**config.mk**
```make
export PLATFORM = sky130hd
export DESIGN_NAME = seg_display_mux
export DESIGN_NICKNAME = d
export VERILOG_FILES = /design/src/rtl/seg_display_mux.sv
export SDC_FILE = /design/constraint.sdc
export NUM_CORES = 1
export LEC_CHECK = 0
export BUFFER_PORTS_ARGS = -buffer_cell sky130_fd_sc_hd__buf_2
export CAP_MARGIN = 20
export CELL_PAD_IN_SITES_DETAIL_PLACEMENT = 1
export CELL_PAD_IN_SITES_GLOBAL_PLACEMENT = 2
export CORE_MARGIN = 3
export CORE_UTILIZATION = 38
export DETAILED_ROUTE_END_ITERATION = 8
export GPL_ROUTABILITY_DRIVEN = 0
export MAX_ROUTING_LAYER = met4
export PLACE_DENSITY_LB_ADDON = 0.1
export SYNTH_ARGS = -nofsm -noshare
export SYNTH_HDL_FRONTEND = slang
export SYNTH_SLANG_ARGS = --single-unit
```
**constraint.sdc**
```tcl
create_clock -name CLK -period 6.21 [get_ports CLK]
set_clock_uncertainty 0.05 [all_clocks]
set_input_delay 1.242 -clock CLK [delete_from_list [all_inputs] [get_ports CLK]]
set_output_delay 1.242 -clock CLK [all_outputs]
set_load 0.1 [all_outputs]
```
**src/rtl/seg_display_mux.sv**
```systemverilog
// Four-digit multiplexed seven-segment driver for the MM:SS timer display.
// Digits are snapshotted once per frame; includes leading-zero blanking and whole-display blink.
module seg_display_mux #(
    parameter int TICK_COUNT   = 50000,
    parameter int BLINK_FRAMES = 32
) (
    input  logic       CLK,
    input  logic       reset,
    input  logic [3:0] seconds_lower,
    input  logic [3:0] seconds_upper,
    input  logic [3:0] minutes_lower,
    input  logic [3:0] minutes_upper,
    input  logic       blank_leading,
    input  logic       blink,
    output logic [6:0] seg,
    output logic [3:0] AN
);

    localparam int TW = (TICK_COUNT > 1) ? $clog2(TICK_COUNT) : 1;
    localparam int FW = (BLINK_FRAMES > 1) ? $clog2(BLINK_FRAMES) : 1;
    localparam logic [TW-1:0] TICK_LAST  = TW'(TICK_COUNT - 1);
    localparam logic [FW-1:0] FRAME_LAST = FW'(BLINK_FRAMES - 1);

    typedef enum logic [1:0] {
        DIG0 = 2'd0,
        DIG1 = 2'd1,
        DIG2 = 2'd2,
        DIG3 = 2'd3
    } state_t;

    state_t          state_q, state_d;
    logic [TW-1:0]   tick_cnt_q, tick_cnt_d;
    logic [FW-1:0]   frame_cnt_q, frame_cnt_d;
    logic            blink_phase_q, blink_phase_d;
    logic            load_req_q;
    logic [3:0]      snap_sl_q, snap_su_q, snap_ml_q, snap_mu_q;
    logic [6:0]      seg_q, seg_d;
    logic [3:0]      an_q, an_d;

    logic            tick;
    logic            frame_wrap;
    logic            load;
    logic            dark;
    logic [3:0]      cur_digit;
    logic [3:0]      lit_an;

    function automatic logic [6:0] decode(input logic [3:0] d);
        logic [6:0] s;
        case (d)
            4'd0:    s = 7'h40;
            4'd1:    s = 7'h79;
            4'd2:    s = 7'h24;
            4'd3:    s = 7'h30;
            4'd4:    s = 7'h19;
            4'd5:    s = 7'h12;
            4'd6:    s = 7'h02;
            4'd7:    s = 7'h78;
            4'd8:    s = 7'h00;
            4'd9:    s = 7'h10;
            default: s = 7'h3F;
        endcase
        return s;
    endfunction

    always_comb begin
        tick       = (tick_cnt_q == TICK_LAST);
        frame_wrap = tick && (state_q == DIG3);
        load       = load_req_q || frame_wrap;
        tick_cnt_d = tick ? '0 : tick_cnt_q + 1'b1;

        state_d   = state_q;
        cur_digit = snap_sl_q;
        lit_an    = 4'b1110;
        case (state_q)
            DIG0: begin
                cur_digit = snap_sl_q;
                lit_an    = 4'b1110;
                if (tick) state_d = DIG1;
            end
            DIG1: begin
                cur_digit = snap_su_q;
                lit_an    = 4'b1101;
                if (tick) state_d = DIG2;
            end
            DIG2: begin
                cur_digit = snap_ml_q;
                lit_an    = 4'b1011;
                if (tick) state_d = DIG3;
            end
            default: begin
                cur_digit = snap_mu_q;
                lit_an    = 4'b0111;
                if (tick) state_d = DIG0;
            end
        endcase

        dark = blank_leading &&
               (((state_q == DIG3) && (snap_mu_q == 4'd0)) ||
                ((state_q == DIG2) && (snap_mu_q == 4'd0) && (snap_ml_q == 4'd0)));

        // The tick cycle is forced dark so the anode switch never ghosts the next digit.
        seg_d = decode(cur_digit);
        an_d  = (tick || dark || blink_phase_q) ? 4'hF : lit_an;

        frame_cnt_d   = frame_cnt_q;
        blink_phase_d = blink_phase_q;
        if (!blink) begin
            frame_cnt_d   = '0;
            blink_phase_d = 1'b0;
        end else if (frame_wrap) begin
            if (frame_cnt_q == FRAME_LAST) begin
                frame_cnt_d   = '0;
                blink_phase_d = ~blink_phase_q;
            end else begin
                frame_cnt_d = frame_cnt_q + 1'b1;
            end
        end
    end

    always_ff @(posedge CLK) begin
        if (!reset) begin
            tick_cnt_q    <= '0;
            state_q       <= DIG0;
            snap_sl_q     <= 4'd0;
            snap_su_q     <= 4'd0;
            snap_ml_q     <= 4'd0;
            snap_mu_q     <= 4'd0;
            frame_cnt_q   <= '0;
            blink_phase_q <= 1'b0;
            load_req_q    <= 1'b1;
            seg_q         <= 7'h7F;
            an_q          <= 4'hF;
        end else begin
            tick_cnt_q    <= tick_cnt_d;
            state_q       <= state_d;
            frame_cnt_q   <= frame_cnt_d;
            blink_phase_q <= blink_phase_d;
            load_req_q    <= 1'b0;
            seg_q         <= seg_d;
            an_q          <= an_d;
            if (load) begin
                snap_sl_q <= seconds_lower;
                snap_su_q <= seconds_upper;
                snap_ml_q <= minutes_lower;
                snap_mu_q <= minutes_upper;
            end
        end
    end

    assign seg = seg_q;
    assign AN  = an_q;

endmodule

```
==> flow_metrics.py, run 1 <==
metrics = {
    "pwr": {
        "p_sw_share_pct": 27.88,
        "p_comb_share_pct": 13.5,
        "p_sw_mw": 0.1782,
        "p_total_mw": 0.6389,
        "clockPowerShare_pct": 31.1,
        "seq_power_share_pct": 55.4,
        "vdd_ir_drop_max_v": 0.0001098,
        "p_leak_nw": 1.138,
        "internal_power_mw": 0.4608,
        "power_density_nw_per_um2": 238.3,
    },
    "hold_path": {
        "hp-start": "tick_cnt_q[0]",
        "worstHoldPathType": "reg -> reg",
    },
    "drt": {
        "drc": 0,
        "vias": 1927,
        "wirelength_mm": 5.284,
        "drtIter0Drc": 84,
        "via_per_inst": 5.323,
        "wl_per_cell_um": 14.60,
        "drt_first_pass_iters": 4,
        "ant_nets": 0,
    },
    "floorplan": {
        "rows": 28,
        "io_pins": 31,
        "start_util_pct": 39.66,
        "die-area_um2": 7238,
        "fp.dieW_um": 85.08,
        "die_h_um": 85.08,
        "core-area_um2": 5991,
    },
    "final_layout": {
        "drive_above_1_share_pct": 16.03,
        "nNetsFinal": 317,
        "finalNonFillerCells": 362,
        "syn_to_final_growth_pct": 12.85,
        "diodes": 0,
    },
    "run": {
        "cap_violations": 0,
    },
    "clock_tree": {
        "clk_latency_ns": 0.30,
        "ctsHtreeMaxLevel": 2,
        "clock_sinks": 52,
        "cts_setup_buffers": 0,
        "cts_buffers": 5,
        "cts-root-buf": "clkbuf_8",
        "cts_buffer_depth": 2,
        "cts_hold_buf": 0,
        "ctsResizeCount": 0,
        "cts_tree": "yes",
        "cts.clk_slew.worst_paths_ns": 0.09,
    },
    "sta": {
        "fmax_mhz": 360.7,
        "setup_tns_ns": 0,
        "tightest_slew_ns": 0.9662,
        "grt_setup_unrepaired": "false",
        "setup_viol": 0,
        "worst_slack_ns": 3.437,
        "finalMaxSlewViolations": 0,
        "finalHoldViolCount": 0,
        "post-route-min-period_ns": 2.773,
        "period_share_pct": 44.65,
        "relSlewSlack_pct": 35.37,
    },
    "yosys": {
        "synthFlopType": "dfxtp_1",
        "async_reset_ff_share_pct": 0,
        "yosysSeqAreaShare_pct": 43.81,
        "muxShareOfSynthArea_pct": 8.531,
        "synth_seq_cells": 52,
        "ys_warn_count": 0,
        "synth_top_area_share_pct": 43.81,
        "avgSynthCellArea_um2": 9.139,
        "synth_xor_area_share_pct": 4.423,
        "synth_edf_count": 0,
        "yosysTopAreaCell": "dfxtp_1",
        "synthAdderAreaFrac_pct": 5.793,
        "synth_area_um2": 2376,
        "synth_top_family_by_area": "simple AND/OR/NAND/NOR gates",
        "synth.distinct_cells": 44,
        "netlist_top_cells_area": "dfxtp_1 (44%), mux2i_1 (7.6%), nand2_1 (6.8%), ha_1 (5.8%), xor2_1 (3.7%)",
        "synth_common_cells": "dfxtp_1 (52), nand2_1 (43), mux2i_1 (18), nor2_1 (18), nand3_1 (15)",
        "synth-simple-area-share_pct": 23.06,
        "synth_compound_area_share_pct": 10.95,
        "netlist_instances": 260,
        "syn_nets": 291,
        "synth_most_common_cell": "dfxtp_1",
    },
    "critical_path": {
        "cp_slowest_cell": "buf_2",
        "max_stage_delay_ns": 0.57,
        "cp-end-kind": "register",
        "r2r-start": "state_q[0]",
        "timing.rr.end": "seg[3]",
        "crit_fanout": 43,
        "crit_type": "in -> reg",
        "r2r_slack_ns": 3.70,
        "cp-endpoint": "AN[2]",
        "arrival_ns": 2.90,
        "startpoint": "reset",
        "r2r_cells": 6,
        "cp.required_ns": 6.34,
        "path_cells": "buf_2 -> o41ai_4 -> a311oi_1 -> nand2_1",
        "cp-start-kind": "input port",
    },
    "place": {
        "placed_cells": 354,
        "place_ws_ns": 3.081,
        "dp_hpwl_mm": 3.736,
        "port_buffers": 30,
    },
    "global_route": {
        "grt_max_degree": 44,
        "grt_pass1_wl_mm": 9.335,
        "antenna_found_initial": 0,
        "grt_pass1_vias": 1996,
        "grt-ovfl-total": 0,
        "track_usage_pct": 16.36,
    },
    "run_status": {
        "status": "complete, no violations",
    },
}
worst min path at each step:
| stage | to | cells past startpoint | slack [ns] |
|---|---|---|---|
| 3_3_place_gp | tick_cnt_q[0] | 1 | 0.39 |
| 3_5_place_dp | tick_cnt_q[0] | 1 | 0.40 |
| 5_1_grt | frame_cnt_q[4] | 2 | 0.45 |
| 6_report | tick_cnt_q[0] | 1 | 0.42 |
| 2_1_floorplan | tick_cnt_q[0] | 1 | 0.38 |
| 4_1_cts | tick_cnt_q[0] | 1 | 0.42 |
power by group through the flow:
stage               Clock, mW  Sequential [mW]  Combinational [mW]
floorplan                   0            0.396              0.0325
global placement            0            0.362              0.0865
detailed placement          0            0.362              0.0874
CTS                     0.210            0.354              0.0876
global route            0.226            0.356              0.0947
finish                  0.198            0.354              0.0864
critical path, delay by kind of cell:
family          cells  cell delay [ns]
compound gates      2             0.96
buf+inv             1             0.57
simple gates        1             0.12
through the flow:
step                cell area [um^2]  hold slack [ns]  utilization, %
finish                          2681           0.4171           44.76
global placement                2591           0.3885           43.25
floorplan                       2376           0.3762               -
detailed placement              2591           0.3991           43.25
CTS                             2681           0.4203           44.76
global route                    2681           0.4487           44.76
area by class of cell:
| class | count | area (um^2) |
|---|---|---|
| clock buffers | 8 | 90.09 |
| fillers | 705 | 3309 |
| inverters | 9 | 33.78 |
| multi-input cells | 187 | 1265 |
| flip-flops and latches | 52 | 1041 |
| well taps | 75 | 93.84 |
| repair buffers | 31 | 157.7 |
layer usage:
layer,track usage [%],wire (um)
met3,3.398,159
met2,27.12,2518
met1,19.76,2493
met5,-,0
met4,5.468,112
placed cells by master (no fill, tap or decap), types with 7 or more instances in the layout:
cell type and count:
dfxtp_1 52, nand2_1 43, buf_2 30, nor2_1 18
mux2i_1 18, nand3_1 15, a21oi_1 11, ha_1 11
xor2_1 10, inv_1 9, o21ai_0 7
cell families after synthesis:
family / Yosys count
flops: 52
fa+ha+maj: 11
mux: 20
simple gates: 107
compound gates: 37
xor+xnor: 12
buf+inv: 21
flip-flops by register name, indices dropped and copies added (netlist names):
register,count
load_req_q,1
frame_cnt_q,5
snap_mu_q,4
snap_ml_q,4
blink_phase_q,1
tick_cnt_q,16
state_q,2
seg,7
snap_su_q,4
snap_sl_q,4
AN,4
Note: power is estimated with default switching activity, not from simulation.
==> inputs of run 2 (changes only) <==
--- a/config.mk
+++ b/config.mk
@@ -5,12 +5,13 @@
 export SDC_FILE = /design/constraint.sdc
 export NUM_CORES = 1
 export LEC_CHECK = 0
+export ABC_AREA = 1
 export BUFFER_PORTS_ARGS = -buffer_cell sky130_fd_sc_hd__buf_2
 export CAP_MARGIN = 20
 export CELL_PAD_IN_SITES_DETAIL_PLACEMENT = 1
 export CELL_PAD_IN_SITES_GLOBAL_PLACEMENT = 2
 export CORE_MARGIN = 3
-export CORE_UTILIZATION = 38
+export CORE_UTILIZATION = 32
 export DETAILED_ROUTE_END_ITERATION = 8
 export GPL_ROUTABILITY_DRIVEN = 0
 export MAX_ROUTING_LAYER = met4
==> constraint.sdc (replaced) <==
create_clock -name CLK -period 2.7 [get_ports CLK]
set_clock_uncertainty 0.05 [all_clocks]
set_input_delay 0.54 -clock CLK [delete_from_list [all_inputs] [get_ports CLK]]
set_output_delay 0.54 -clock CLK [all_outputs]
set_load 0.1 [all_outputs]
==> flow_metrics.py, run 2 <==
metrics = {
    "global_route": {
        "grt_pass1_wl_mm": 10.64,
        "grt_pass1_vias": 2273,
        "grt_max_degree": 39,
        "grt-ovfl-total": 0,
        "antenna_found_initial": 0,
        "track_usage_pct": 14.83,
    },
    "pwr": {
        "seq_power_share_pct": 54.9,
        "p_comb_share_pct": 15.8,
        "p_leak_nw": 1.245,
        "vdd_ir_drop_max_v": 0.0002004,
        "power_density_nw_per_um2": 504.7,
        "p_sw_mw": 0.4454,
        "clockPowerShare_pct": 29.3,
        "p_sw_share_pct": 30.05,
        "internal_power_mw": 1.037,
    },
    "drt": {
        "vias": 2367,
        "drc": 0,
        "wl_per_cell_um": 12.62,
        "ant_nets": 0,
        "via_per_inst": 4.687,
        "drtIter0Drc": 52,
        "drt_first_pass_iters": 4,
        "wirelength_mm": 6.375,
    },
    "final_layout": {
        "nNetsFinal": 434,
        "largest-register": "tick_cnt_q",
        "diodes": 0,
        "syn_to_final_growth_pct": 12.03,
        "layout_commonest_cell": "nand2_1",
        "largest_reg_flops": 16,
        "drive_above_1_share_pct": 16.63,
        "final_cell_mix": "nand2_1 (94), dfxtp_1 (52), inv_1 (45)",
        "final_area_um2": 2937,
    },
    "sta": {
        "finalMaxSlewViolations": 0,
        "grt_setup_unrepaired": "false",
        "fmax_mhz": 462.4,
        "period_share_pct": 80.11,
        "relSlewSlack_pct": 67.72,
        "whs_ns": 0.4017,
        "tightest_slew_ns": 0.4875,
        "setup_viol": 0,
        "post-route-min-period_ns": 2.163,
        "finalHoldViolCount": 0,
        "setup_tns_ns": 0,
    },
    "critical_path": {
        "r2r_cells": 10,
        "cp_slowest_cell": "dfxtp_1",
        "crit_type": "reg -> reg",
        "max_stage_delay_ns": 0.42,
        "crit_fanout": 7,
        "startpoint": "state_q[0]",
        "crit_top_cell": "nand2_1",
        "arrival_ns": 2.36,
        "path_cells": "inv_1 -> ha_1 -> nand2_1 -> o21ai_0 -> o21ai_1 -> ha_1 -> or2_2 -> nand2_1 -> nand2_1 -> nand2_1",
        "cp.required_ns": 2.89,
        "cp-end-kind": "register",
        "r2r-start": "state_q[0]",
        "cp-start-kind": "register",
    },
    "yosys": {
        "ys_warn_count": 0,
        "async_reset_ff_share_pct": 0,
        "netlist_top_cells_area": "dfxtp_1 (40%), nand2_1 (13%), nand3_1 (6.9%), inv_1 (6.4%), nor2_1 (5.9%)",
        "synth-simple-area-share_pct": 32.94,
        "synth_top_area_share_pct": 39.71,
        "synth_edf_count": 0,
        "synthAdderAreaFrac_pct": 5.251,
        "yosysSeqAreaShare_pct": 39.71,
        "yosysTopAreaCell": "dfxtp_1",
        "synth_most_common_cell": "nand2_1",
        "muxShareOfSynthArea_pct": 0,
        "syn_nets": 404,
        "avgSynthCellArea_um2": 7.028,
        "synth_common_cells": "nand2_1 (94), dfxtp_1 (52), inv_1 (45), nor2_1 (41), nand3_1 (36)",
        "synth.distinct_cells": 25,
        "synth_seq_cells": 52,
        "synth_top_family_by_area": "simple AND/OR/NAND/NOR gates",
        "netlist_instances": 373,
        "synth_xor_area_share_pct": 1.002,
        "synthFlopType": "dfxtp_1",
        "synth_area_um2": 2621,
        "synth_compound_area_share_pct": 11.69,
    },
    "floorplan": {
        "fp.dieW_um": 96.51,
        "die_h_um": 96.51,
        "die-area_um2": 9313,
        "io_pins": 31,
        "start_util_pct": 33.40,
        "rows": 32,
        "core-area_um2": 7848,
    },
    "hold_path": {
        "hold_depth": 3,
        "hp-start": "minutes_lower[1]",
        "worstHoldPathType": "in -> reg",
    },
    "clock_tree": {
        "cts_buffers": 5,
        "cts_tree": "yes",
        "clk_latency_ns": 0.31,
        "cts_setup_buffers": 0,
        "ctsResizeCount": 0,
        "cts.clk_slew.worst_paths_ns": 0.09,
        "cts_buffer_depth": 2,
        "cts_hold_buf": 0,
        "cts-root-buf": "clkbuf_8",
        "ctsHtreeMaxLevel": 2,
        "clock_sinks": 52,
    },
    "run_status": {
        "status": "complete, no violations",
    },
    "place": {
        "placed_area_um2": 2859,
        "port_buffers": 30,
        "dp_hpwl_mm": 4.783,
    },
    "run": {
        "cap_violations": 0,
    },
}
## run 2: cell families after synthesis
| logic type | after synthesis |
|---|---|
| and+or+nand+nor | 199 |
| buffers and inverters | 59 |
| DFF | 52 |
| AOI/OAI and AO/OA | 49 |
| adders and majority gates | 11 |
| xor gates and xnor gates | 3 |
## run 2: power by group through the flow
stage | sequential, mW | clock [mW] | combinational, mW
5_1_grt | 0.819 | 0.488 | 0.259
6_report | 0.813 | 0.435 | 0.234
2_1_floorplan | 0.914 | 0 | 0.0970
3_5_place_dp | 0.832 | 0 | 0.237
4_1_cts | 0.815 | 0.468 | 0.237
3_3_place_gp | 0.832 | 0 | 0.235
## run 2: metrics by stage
step	worst slack, ns	power, mW	utilization [%]	std cells
2_1_floorplan	0.8241	1.011	-	373
3_3_place_gp	0.6658	1.068	36.43	498
3_5_place_dp	0.5781	1.069	36.43	498
4_1_cts	0.5465	1.520	37.42	505
5_1_grt	0.3574	1.566	37.42	505
6_report	0.5371	1.482	37.42	505
## run 2: worst paths after layout
path	endpoint	slack, ns
setup reg to reg	seg[3]	0.54
hold reg to reg	blink_phase_q	0.42
setup / recovery	seg[3]	0.54
hold / removal	snap_ml_q[1]	0.40
## run 2: metal layers
metal	vias to the layer above	global-route usage, %	wire (um)
met3	5	2.789	157
met5	-	-	0
met4	0	3.154	56
met2	22	22.76	2787
met1	1093	20.38	3373
li1	1247	-	-
## run 2: critical path, delay by kind of cell, from the launching register on
family	cells	cell delay, ns
compound gates	2	0.42
buf+inv	1	0.09
fa+ha+maj	2	0.57
simple gates	5	0.57
flops	1	0.42
## run 2: final cells by class
type | count | area [um^2]
Fill cell | 1056 | 4911
Clock buffer | 6 | 72.57
Tap cell | 102 | 127.6
Inverter | 49 | 183.9
Sequential cell | 52 | 1041
Multi-Input combinational cell | 262 | 1334
Timing Repair Buffer | 33 | 172.7
Clock inverter | 1 | 5.005
==> inputs of run 3 (changes only) <==
==> constraint.sdc (replaced) <==
create_clock -name CLK -period 2 [get_ports CLK]
set_clock_uncertainty 0.05 [all_clocks]
set_input_delay 0.4 -clock CLK [delete_from_list [all_inputs] [get_ports CLK]]
set_output_delay 0.4 -clock CLK [all_outputs]
set_load 0.1 [all_outputs]
==> flow_metrics.py, run 3 (same netlist as run 2, synthesis figures left out) <==
metrics = {
    "clock_tree": {
        "cts-root-buf": "clkbuf_8",
        "cts_tree": "yes",
        "ctsHtreeMaxLevel": 2,
        "cts.clk_slew.worst_paths_ns": 0.09,
        "clock_sinks": 52,
        "cts_buffers": 5,
        "cts_hold_buf": 0,
        "clk_latency_ns": 0.30,
        "cts_buffer_depth": 2,
    },
    "critical_path": {
        "crit_fanout": 5,
        "crit_type": "reg -> reg",
        "cp-start-kind": "register",
        "cp.required_ns": 2.20,
        "cp-end-kind": "register",
        "arrival_ns": 2.01,
    },
    "place": {
        "dp_hpwl_mm": 5.074,
        "place_ws_ns": 0.01223,
        "port_buffers": 30,
        "placed_cells": 504,
    },
    "global_route": {
        "grt_max_degree": 33,
        "grt-ovfl-total": 0,
        "track_usage_pct": 15.93,
        "grt_pass1_wl_mm": 11.39,
        "antenna_found_initial": 0,
        "grt_pass1_vias": 2392,
    },
    "floorplan": {
        "start_util_pct": 33.40,
        "core-area_um2": 7848,
        "die_h_um": 96.51,
        "die-area_um2": 9313,
        "fp.dieW_um": 96.51,
        "io_pins": 31,
        "rows": 32,
    },
    "final_layout": {
        "final_cell_mix": "nand2_1 (94), dfxtp_1 (50), inv_1 (45)",
        "nNetsFinal": 440,
        "largest_reg_flops": 16,
        "diodes": 0,
        "finalNonFillerCells": 511,
        "layout_commonest_cell": "nand2_1",
        "fill_cells": 1050,
        "syn_to_final_growth_pct": 16.23,
        "largest-register": "tick_cnt_q",
        "drive_above_1_share_pct": 20.05,
    },
    "run_status": {
        "status": "complete, no violations",
    },
    "sta": {
        "fmax_mhz": 552.0,
        "finalMaxSlewViolations": 0,
        "finalHoldViolCount": 0,
        "period_share_pct": 90.57,
        "tightest_slew_ns": 0.4886,
        "setup_viol": 0,
        "post-route-min-period_ns": 1.811,
        "worst_slack_ns": 0.1885,
        "grt_setup_unrepaired": "false",
        "relSlewSlack_pct": 67.65,
        "setup_tns_ns": 0,
    },
    "drt": {
        "drtIter0Drc": 33,
        "drt_first_pass_iters": 4,
        "drc": 0,
        "wirelength_mm": 6.559,
        "vias": 2411,
        "ant_nets": 0,
        "wl_per_cell_um": 12.84,
        "via_per_inst": 4.718,
    },
    "pwr": {
        "vdd_ir_drop_max_v": 0.0003110,
        "power_density_nw_per_um2": 683.5,
        "clockPowerShare_pct": 31.3,
        "p_comb_share_pct": 16.0,
        "internal_power_mw": 1.478,
        "seq_power_share_pct": 52.7,
        "p_leak_nw": 1.295,
        "p_sw_mw": 0.6038,
        "p_sw_share_pct": 29.00,
    },
    "run": {
        "cap_violations": 0,
    },
    "hold_path": {
        "worstHoldPathType": "in -> reg",
    },
}
run 3: worst max-delay path, stage by stage (launching register included):
cell     delay [ns]
dfxtp_2        0.38
inv_1          0.07
ha_2           0.21
nand2_1        0.08
o21ai_1        0.08
o21ai_1        0.18
ha_1           0.26
or2_2          0.29
nand2_1        0.07
nand2_1        0.05
nand2_1        0.05
run 3: stage by stage:
| step | area [um^2] | power (mW) | hold WS (ns) | util, % |
|---|---|---|---|---|
| 4_1_cts | 3027 | 2.120 | 0.2554 | 38.57 |
| 2_1_floorplan | 2621 | 1.365 | 0.3676 | - |
| 3_3_place_gp | 2929 | 1.451 | 0.3840 | 37.32 |
| 5_1_grt | 3047 | 2.195 | 0.2633 | 38.82 |
| 6_report | 3047 | 2.082 | 0.2648 | 38.82 |
| 3_5_place_dp | 2929 | 1.456 | 0.3952 | 37.32 |
run 3: repair_timing:
action | in CTS | in global routing
pin swaps | 1 | 1
resized for setup | 1 | 9
endpoints found under the setup margin | 1 | 7
setup buffers | 0 | 0
run 3: layout make-up:
type	instances	area (um^2)	area share, %
multi-input cells	262	1353	44.39
flip-flops and latches	52	1044	34.25
repair buffers	39	242.7	7.967
inverters	49	183.9	6.037
well taps	102	127.6	4.189
clock buffers	7	96.34	3.162
run 3: final timing paths:
kind | slack [ns] | cells past startpoint | endpoint | startpoint
min reg2reg | 0.41 | 1 | tick_cnt_q[0] | tick_cnt_q[0]
max reg2reg | 0.19 | 10 | seg[3] | state_q[0]
min | 0.26 | 3 | snap_ml_q[1] | minutes_lower[1]
max | 0.19 | 10 | seg[3] | state_q[0]
run 3: layer usage:
metal	wire length [um]	track usage, %
met1	3392	21.64
met2	2930	24.83
met3	173	2.556
met4	63	3.855
met5	0	-
run 3: power groups by stage:
stage | clock [mW] | sequential, mW | combinational (mW)
2_1_floorplan | 0 | 1.23 | 0.131
3_3_place_gp | 0 | 1.12 | 0.328
3_5_place_dp | 0 | 1.12 | 0.332
4_1_cts | 0.687 | 1.10 | 0.333
5_1_grt | 0.723 | 1.10 | 0.367
6_report | 0.652 | 1.10 | 0.332
